<file path="src/rtl/alu_rr_scheduler_if.sv">
// rtl/alu_rr_scheduler_if.sv - requester, ALU and response signals of the round-robin ALU scheduler
interface alu_rr_scheduler_if #(
    parameter int NUM_REQ = 4,
    parameter int ID_W    = 2,
    parameter int DATA_W  = 16
);
    logic [NUM_REQ-1:0]        req_valid;
    logic [NUM_REQ-1:0]        req_ready;
    logic [NUM_REQ*DATA_W-1:0] req_op1;
    logic [NUM_REQ*DATA_W-1:0] req_op2;
    logic [NUM_REQ*4-1:0]      req_opcode;
    logic [NUM_REQ-1:0]        req_cin;
    logic [DATA_W-1:0]         alu_op1;
    logic [DATA_W-1:0]         alu_op2;
    logic [3:0]                alu_opcode;
    logic                      alu_cin;
    logic                      alu_en;
    logic [DATA_W-1:0]         alu_out;
    logic                      alu_cb;
    logic                      resp_valid;
    logic                      resp_ready;
    logic [ID_W-1:0]           resp_id;
    logic [DATA_W-1:0]         resp_out;
    logic                      resp_cb;
    logic                      resp_err;

    modport slave (
        input  req_valid, req_op1, req_op2, req_opcode, req_cin,
        input  alu_out, alu_cb, resp_ready,
        output req_ready, alu_op1, alu_op2, alu_opcode, alu_cin, alu_en,
        output resp_valid, resp_id, resp_out, resp_cb, resp_err
    );

    modport master (
        output req_valid, req_op1, req_op2, req_opcode, req_cin,
        output alu_out, alu_cb, resp_ready,
        input  req_ready, alu_op1, alu_op2, alu_opcode, alu_cin, alu_en,
        input  resp_valid, resp_id, resp_out, resp_cb, resp_err
    );
endinterface

</file>
<file path="src/rtl/alu_rr_scheduler.sv">
// rtl/alu_rr_scheduler.sv - round-robin sharing of one registered 16-bit ALU among NUM_REQ requesters
module alu_rr_scheduler #(
    parameter int NUM_REQ = 4,
    parameter int ID_W    = 2,
    parameter int DATA_W  = 16
) (
    input  logic                 clk,
    input  logic                 rst,
    alu_rr_scheduler_if.slave    bus
);
    localparam logic [3:0] OPC_RSVD = 4'b0111;

    logic            inflight_q, inflight_d;
    logic [ID_W-1:0] rr_ptr_q, rr_ptr_d;
    logic [ID_W-1:0] id_q, id_d;
    logic            err_q, err_d;

    logic              found;
    logic [ID_W-1:0]   grant;
    logic [ID_W-1:0]   idx;
    logic              issue;
    logic [DATA_W-1:0] sel_op1, sel_op2;
    logic [3:0]        sel_opcode;
    logic              sel_cin;
    logic              sel_rsvd;

    // First valid requester at or after rr_ptr, wrapping modulo NUM_REQ.
    always_comb begin
        found = 1'b0;
        grant = '0;
        idx   = '0;
        for (int k = 0; k < NUM_REQ; k++) begin
            idx = ID_W'((int'(rr_ptr_q) + k) % NUM_REQ);
            if (!found && bus.req_valid[idx]) begin
                found = 1'b1;
                grant = idx;
            end
        end
    end

    assign sel_op1    = bus.req_op1[int'(grant)*DATA_W +: DATA_W];
    assign sel_op2    = bus.req_op2[int'(grant)*DATA_W +: DATA_W];
    assign sel_opcode = bus.req_opcode[int'(grant)*4 +: 4];
    assign sel_cin    = bus.req_cin[grant];
    assign sel_rsvd   = (sel_opcode == OPC_RSVD);

    // The single result slot frees up in the same cycle it is consumed.
    assign issue = rst && found && (!inflight_q || bus.resp_ready);

    always_comb begin
        bus.req_ready  = '0;
        bus.alu_en     = 1'b0;
        bus.alu_op1    = '0;
        bus.alu_op2    = '0;
        bus.alu_opcode = '0;
        bus.alu_cin    = 1'b0;
        if (issue) begin
            bus.req_ready[grant] = 1'b1;
            bus.alu_en           = !sel_rsvd;
            bus.alu_op1          = sel_op1;
            bus.alu_op2          = sel_op2;
            bus.alu_opcode       = sel_opcode;
            bus.alu_cin          = sel_cin;
        end
    end

    always_comb begin
        inflight_d = inflight_q;
        rr_ptr_d   = rr_ptr_q;
        id_d       = id_q;
        err_d      = err_q;
        if (issue) begin
            inflight_d = 1'b1;
            rr_ptr_d   = ID_W'((int'(grant) + 1) % NUM_REQ);
            id_d       = grant;
            err_d      = sel_rsvd;
        end else if (inflight_q && bus.resp_ready) begin
            inflight_d = 1'b0;
        end
    end

    always_ff @(posedge clk or negedge rst) begin
        if (!rst) begin
            inflight_q <= 1'b0;
            rr_ptr_q   <= '0;
            id_q       <= '0;
            err_q      <= 1'b0;
        end else begin
            inflight_q <= inflight_d;
            rr_ptr_q   <= rr_ptr_d;
            id_q       <= id_d;
            err_q      <= err_d;
        end
    end

    // The ALU holds its output while en is low, so a stalled result stays stable.
    assign bus.resp_valid = inflight_q;
    assign bus.resp_id    = id_q;
    assign bus.resp_err   = err_q;
    assign bus.resp_out   = err_q ? '0 : bus.alu_out;
    assign bus.resp_cb    = err_q ? 1'b0 : bus.alu_cb;
endmodule
</file>
<file path="src/flat_wrapper.sv">
// flat-port wrapper written by rule: the top's interface ports become plain ports
module alu_rr_scheduler_flat 
#(
    parameter int NUM_REQ = 4,
    parameter int ID_W    = 2,
    parameter int DATA_W  = 16
)
  (clk, rst, bus_req_valid, bus_req_op1, bus_req_op2, bus_req_opcode, bus_req_cin, bus_alu_out, bus_alu_cb, bus_resp_ready, bus_req_ready, bus_alu_op1, bus_alu_op2, bus_alu_opcode, bus_alu_cin, bus_alu_en, bus_resp_valid, bus_resp_id, bus_resp_out, bus_resp_cb, bus_resp_err);
  alu_rr_scheduler_if #(.NUM_REQ(NUM_REQ), .ID_W(ID_W), .DATA_W(DATA_W)) bus_i ();
  input  logic clk;
  input  logic rst;
  input wire logic [$bits(bus_i.req_valid)-1:0] bus_req_valid;
  input wire logic [$bits(bus_i.req_op1)-1:0] bus_req_op1;
  input wire logic [$bits(bus_i.req_op2)-1:0] bus_req_op2;
  input wire logic [$bits(bus_i.req_opcode)-1:0] bus_req_opcode;
  input wire logic [$bits(bus_i.req_cin)-1:0] bus_req_cin;
  input wire logic [$bits(bus_i.alu_out)-1:0] bus_alu_out;
  input wire logic [$bits(bus_i.alu_cb)-1:0] bus_alu_cb;
  input wire logic [$bits(bus_i.resp_ready)-1:0] bus_resp_ready;
  output wire logic [$bits(bus_i.req_ready)-1:0] bus_req_ready;
  output wire logic [$bits(bus_i.alu_op1)-1:0] bus_alu_op1;
  output wire logic [$bits(bus_i.alu_op2)-1:0] bus_alu_op2;
  output wire logic [$bits(bus_i.alu_opcode)-1:0] bus_alu_opcode;
  output wire logic [$bits(bus_i.alu_cin)-1:0] bus_alu_cin;
  output wire logic [$bits(bus_i.alu_en)-1:0] bus_alu_en;
  output wire logic [$bits(bus_i.resp_valid)-1:0] bus_resp_valid;
  output wire logic [$bits(bus_i.resp_id)-1:0] bus_resp_id;
  output wire logic [$bits(bus_i.resp_out)-1:0] bus_resp_out;
  output wire logic [$bits(bus_i.resp_cb)-1:0] bus_resp_cb;
  output wire logic [$bits(bus_i.resp_err)-1:0] bus_resp_err;
  assign bus_i.req_valid = bus_req_valid;
  assign bus_i.req_op1 = bus_req_op1;
  assign bus_i.req_op2 = bus_req_op2;
  assign bus_i.req_opcode = bus_req_opcode;
  assign bus_i.req_cin = bus_req_cin;
  assign bus_i.alu_out = bus_alu_out;
  assign bus_i.alu_cb = bus_alu_cb;
  assign bus_i.resp_ready = bus_resp_ready;
  assign bus_req_ready = bus_i.req_ready;
  assign bus_alu_op1 = bus_i.alu_op1;
  assign bus_alu_op2 = bus_i.alu_op2;
  assign bus_alu_opcode = bus_i.alu_opcode;
  assign bus_alu_cin = bus_i.alu_cin;
  assign bus_alu_en = bus_i.alu_en;
  assign bus_resp_valid = bus_i.resp_valid;
  assign bus_resp_id = bus_i.resp_id;
  assign bus_resp_out = bus_i.resp_out;
  assign bus_resp_cb = bus_i.resp_cb;
  assign bus_resp_err = bus_i.resp_err;
  alu_rr_scheduler #(.NUM_REQ(NUM_REQ), .ID_W(ID_W), .DATA_W(DATA_W)) u_core (.clk(clk), .rst(rst), .bus(bus_i));
endmodule
</file>
<file path="config.mk">
export PLATFORM = sky130hd
export DESIGN_NAME = alu_rr_scheduler_flat
export DESIGN_NICKNAME = d
export VERILOG_FILES = /design/src/rtl/alu_rr_scheduler_if.sv /design/src/rtl/alu_rr_scheduler.sv /design/src/flat_wrapper.sv
export SDC_FILE = /design/constraint.sdc
export NUM_CORES = 1
export LEC_CHECK = 0
export BUFFER_PORTS_ARGS = -buffer_cell sky130_fd_sc_hd__buf_2
export CAP_MARGIN = 20
export CORE_MARGIN = 10
export CORE_UTILIZATION = 30
export CTS_BUF_LIST = sky130_fd_sc_hd__clkbuf_16
export CTS_CLUSTER_DIAMETER = 200
export DETAILED_ROUTE_END_ITERATION = 8
export PLACE_DENSITY_LB_ADDON = 0.05
export SLEW_MARGIN = 25
export SYNTH_ARGS = -nofsm -noshare
export SYNTH_HDL_FRONTEND = slang
export SYNTH_SLANG_ARGS = --single-unit
export TNS_END_PERCENT = 20
</file>
<file path="constraint.sdc">
create_clock -name clk -period 2.2 [get_ports clk]
set_input_delay 0.33 -clock clk [delete_from_list [all_inputs] [get_ports clk]]
set_output_delay 0.33 -clock clk [all_outputs]
set_load 0.03 [all_outputs]
</file>
==> parameters.txt <==
Parameter                              Value

Outcome
  Outcome ... finished, violations left
  Violated checks ... negative setup slack

Critical path
  Critical Path Slowest Stage Cell ... sky130_fd_sc_hd__or4b_4
  Worst-path maximum fanout ... 19
  Capturing element type of the critical path ... primary output
  R2R Setup Slk ... ~0.020 ns
  Arrival time worst endpoint ... between 2 and 2.5 ns
  Buffering stage count on the worst path with inverters included ... 2
  Critical register-to-register path endpoint ... u_core.bus.resp_err$_DFFE_PN0P_
  Worst Reg2Reg Path Length in Cells ... 7
  FF-to-FF Start ... u_core.rr_ptr_q[0]$_DFFE_PN0P_
  Crit-path leading delay family ... simple AND/OR/NAND/NOR gates
  CP Class ... reg2out
  Largest incremental delay on the critical path ... between 0.5 and 0.6 ns
  Setup crit start kind ... flop
  Required time of the critical path ... ~1.9 ns
  Crit-path cells ... nor2b_2 -> or4b_4 -> nand2_8 -> buf_12 -> nand2_1 -> and3_4 -> a311oi_4 -> buf_6

Timing
  Final setup fails ... between 40 and 50
  Number of pins exceeding their max-slew limit in the final report ... 0
  Minimum period implied by the final worst setup slack ... 2.633 ns
  Final hold viol count ... 0
  Setup total negative slack ... -14.42 ns
  Max Clock Freq ... approximately 380 MHz
  Unrepaired setup endpoints after global routing ... yes
  Transition time at the pin with the least slew margin ... 0.6270 ns
  Share of the cycle needed by the critical path after routing ... 119.7%
  Max-Slew Margin vs Limit ... a little under 60%
  Worst setup skew after layout ... roughly 0.0015 ns
  Setup WS post-layout ... -0.4326 ns

Floorplan
  Die Height ... around 99 um
  Die Outline Area ... 0.009836 mm2
  Width of the die ... between 90 and 100 um
  Number of top-level pins ... between 200 and 250
  Area of the core region ... between 0.005 and 0.006 mm2
  Row cnt ... 28
  Starting Density ... between 30% and 40%

Cells and area
  Number of fill cells in the layout ... around 410
  Layout Cells excl Fill ... ~660
  Area of combinational cells with multiple inputs ... roughly 0.0024 mm2
  Number of inserted diodes ... 0
  Fraction of final layout cells with drive strength greater than 1 ... between 60 and 70%
  Net total in the final layout ... between 700 and 800
  Commonest cells after routing, fill and taps aside ... sky130_fd_sc_hd__buf_2 (192), sky130_fd_sc_hd__nand2_1 (140), sky130_fd_sc_hd__buf_6 (42)
  Area taken by flip-flops and latches ... ~150 um2
  Final non-filler cell area ... between 0.004 and 0.005 mm2
  Area growth from synthesis to final layout ... 151.7%
  Leading cell type in the layout, fill and taps excluded ... sky130_fd_sc_hd__buf_2

Route
  DRT Wirelength ... 12.02 mm
  TritonRoute pass-1 iters ... 4
  1st-iter DRT viols ... a little over 100
  Via-per-instance ratio ... 5.148
  Residual antenna-violating net count after detailed routing ... 0
  DR DRC count ... 0
  Average wire per cell in the routed design ... between 15 and 20 um
  Routed vias ... 3,382

GRT
  Grt ovf ... 0
  GR met3 Demand/Resource ... a little under a tenth
  Number of global-route vias before repair ... 3,750
  Maximum number of pins on one net before global-route repair ... 53
  Number of antenna violations at the first check in global routing ... 0
  Gr busiest metal ... met2
  First-pass GRT wire length ... approximately 19 mm
  Met2 Use GR ... between 40 and 50%
  Grt met1 use ... 21.35%
  Total track usage ... approximately 23%

Power and ir drop
  Peak VDD IR ... roughly 0.64 mV
  Cell Pwr Density ... between 1000 and 1500 mW/mm2
  Leakage dissipation ... 2.305 nW

Placement
  Total placed cells including tap cells ... 650
  Dpl ws ... -0.4907 ns
  Port Buf Inserts ... ~230
  Placer congestion estimate ... about 0.89
  Final HPWL from detailed placement ... roughly 10 mm
  Area after detailed placement ... around 0.0042 mm2

Clock network
  CTS H-tree depth ... 1
  Number of hold buffers added after CTS ... 0
  Clk Tree Root Cell ... sky130_fd_sc_hd__clkbuf_16
  Clk_lat worst skew ... ~0.23 ns
  Clk sinks ... 6
  CTS Buf Count ... 3
  CTS tree ... yes
  Clock input transition at the sequential cells of the worst setup and hold paths ... 0.03 ns
  Maximum buffer depth of the clock tree ... 2

Logic synthesis
  Synthesized area per cell ... 5.840 um2
  Synthesized flop and latch total ... 6
  Post-synthesis instance area ... 0.001881 mm2
  Cell types with the largest area share after synthesis ... sky130_fd_sc_hd__nand2_1 (29%), sky130_fd_sc_hd__a311oi_1 (15%), sky130_fd_sc_hd__and3_1 (11%)
  Synthesis Warnings ... 0
  Synth Instances ... approximately 320
  Post-synthesis cell type count ... 37
  Net Count, Synth ... roughly 500
  Area share of the largest cell type after synthesis ... between 20% and 30%
  Seq/Total Area, Yosys ... ~8%
  Cell taking the most area after synthesis ... sky130_fd_sc_hd__nand2_1

Job
  Maximum Capacitance Violations ... 0

Worst hold path
  Type of the tightest min-delay check ... in2async
## metrics by stage
step | power (mW) | util [%] | hold slack (ns)
5_1_grt | 5.050 | 79.01 | 0.01503
2_1_floorplan | 2.766 | - | 0.03441
3_5_place_dp | 3.943 | 70.38 | 0.2497
3_3_place_gp | 3.888 | 70.38 | 0.2505
6_report | 4.745 | 79.01 | 0.01007
4_1_cts | 4.591 | 76.90 | 0.01053
## cells in the mapped netlist
library cell,instances
sky130_fd_sc_hd__clkbuf_4,1
sky130_fd_sc_hd__inv_1,3
sky130_fd_sc_hd__o211ai_2,2
sky130_fd_sc_hd__o41ai_1,1
sky130_fd_sc_hd__a22oi_1,1
sky130_fd_sc_hd__a21oi_1,5
sky130_fd_sc_hd__nor3b_1,1
sky130_fd_sc_hd__buf_4,7
sky130_fd_sc_hd__dfrtp_1,6
sky130_fd_sc_hd__and2_2,1
sky130_fd_sc_hd__nand2_8,1
sky130_fd_sc_hd__a22o_1,1
sky130_fd_sc_hd__o21ai_0,2
sky130_fd_sc_hd__or4_1,1
sky130_fd_sc_hd__inv_2,1
sky130_fd_sc_hd__a21bo_2,1
sky130_fd_sc_hd__clkbuf_1,18
sky130_fd_sc_hd__or4b_1,1
sky130_fd_sc_hd__nor2_1,4
sky130_fd_sc_hd__o41ai_2,1
sky130_fd_sc_hd__nor2b_1,21
sky130_fd_sc_hd__o31a_1,1
sky130_fd_sc_hd__a32oi_1,1
sky130_fd_sc_hd__and3_1,34
sky130_fd_sc_hd__nor4_1,1
sky130_fd_sc_hd__nand3_1,5
sky130_fd_sc_hd__a311oi_1,33
sky130_fd_sc_hd__buf_6,3
sky130_fd_sc_hd__nand2b_1,2
sky130_fd_sc_hd__a211o_1,1
sky130_fd_sc_hd__ha_1,4
sky130_fd_sc_hd__o21bai_1,1
sky130_fd_sc_hd__nor2b_2,1
sky130_fd_sc_hd__a221oi_1,1
sky130_fd_sc_hd__nand2_1,145
sky130_fd_sc_hd__buf_2,3
sky130_fd_sc_hd__and2_1,6
## state kept, by name, indices dropped and copies added, names as in the netlist
name and count:
u_core.rr_ptr_q 2, u_core.bus.resp_valid 1, u_core.bus.resp_err 1, u_core.bus.resp_id 2
## per-layer routing
metal | part of all wire, % | wire length (um)
met5 | 0 | 0
met4 | 3.5 | 418
met3 | 10 | 1237
met2 | 53 | 6318
met1 | 34 | 4042
## timing repair
item,in CTS,in global routing
pin swaps,19,4
setup endpoints to repair,43,43
resized for setup,95,21
buffers inserted,1,1
cloned,0,2
## cells by family after synthesis
group | count (synthesis) | synth area share [%]
AOI/OAI and AO/OA | 52 | 23.55
adders and majority gates | 4 | 2.661
buffers and inverters | 36 | 10.18
DFF | 6 | 7.984
and+or+nand+nor | 224 | 55.62
## worst max path at each step
stage	start	to	slack [ns]	cells past startpoint
after floorplan	bus_req_valid[2]	bus_alu_op1[2]	-0.14	8
after global placement	bus_req_valid[0]	bus_alu_op2[6]	-0.45	9
after detailed placement	bus_req_valid[0]	bus_alu_op1[13]	-0.49	9
after CTS	u_core.rr_ptr_q[0]$_DFFE_PN0P_	bus_alu_op1[13]	-0.45	8
after global routing	u_core.rr_ptr_q[0]$_DFFE_PN0P_	bus_alu_en	-0.50	7
final	u_core.rr_ptr_q[0]$_DFFE_PN0P_	bus_alu_op1[8]	-0.43	8
## power by group
group	internal (mW)	switching (mW)	leakage, nW	total, mW
logic	1.95	2.30	2.20	4.25
registers	0.146	0.0545	0.0718	0.201
clock network	0.234	0.0649	0.0370	0.299
total	2.33	2.41	2.30	4.75
## layout make-up
class / count / area share [%]
Inverter: 4 / 0.5287
Timing Repair Buffer: 288 / 42.66
Clock buffer: 3 / 1.586
Multi-Input combinational cell: 281 / 50.04
Sequential cell: 6 / 3.199
Tap cell: 75 / 1.983
No activity file was read; power rests on OpenSTA's default activity.
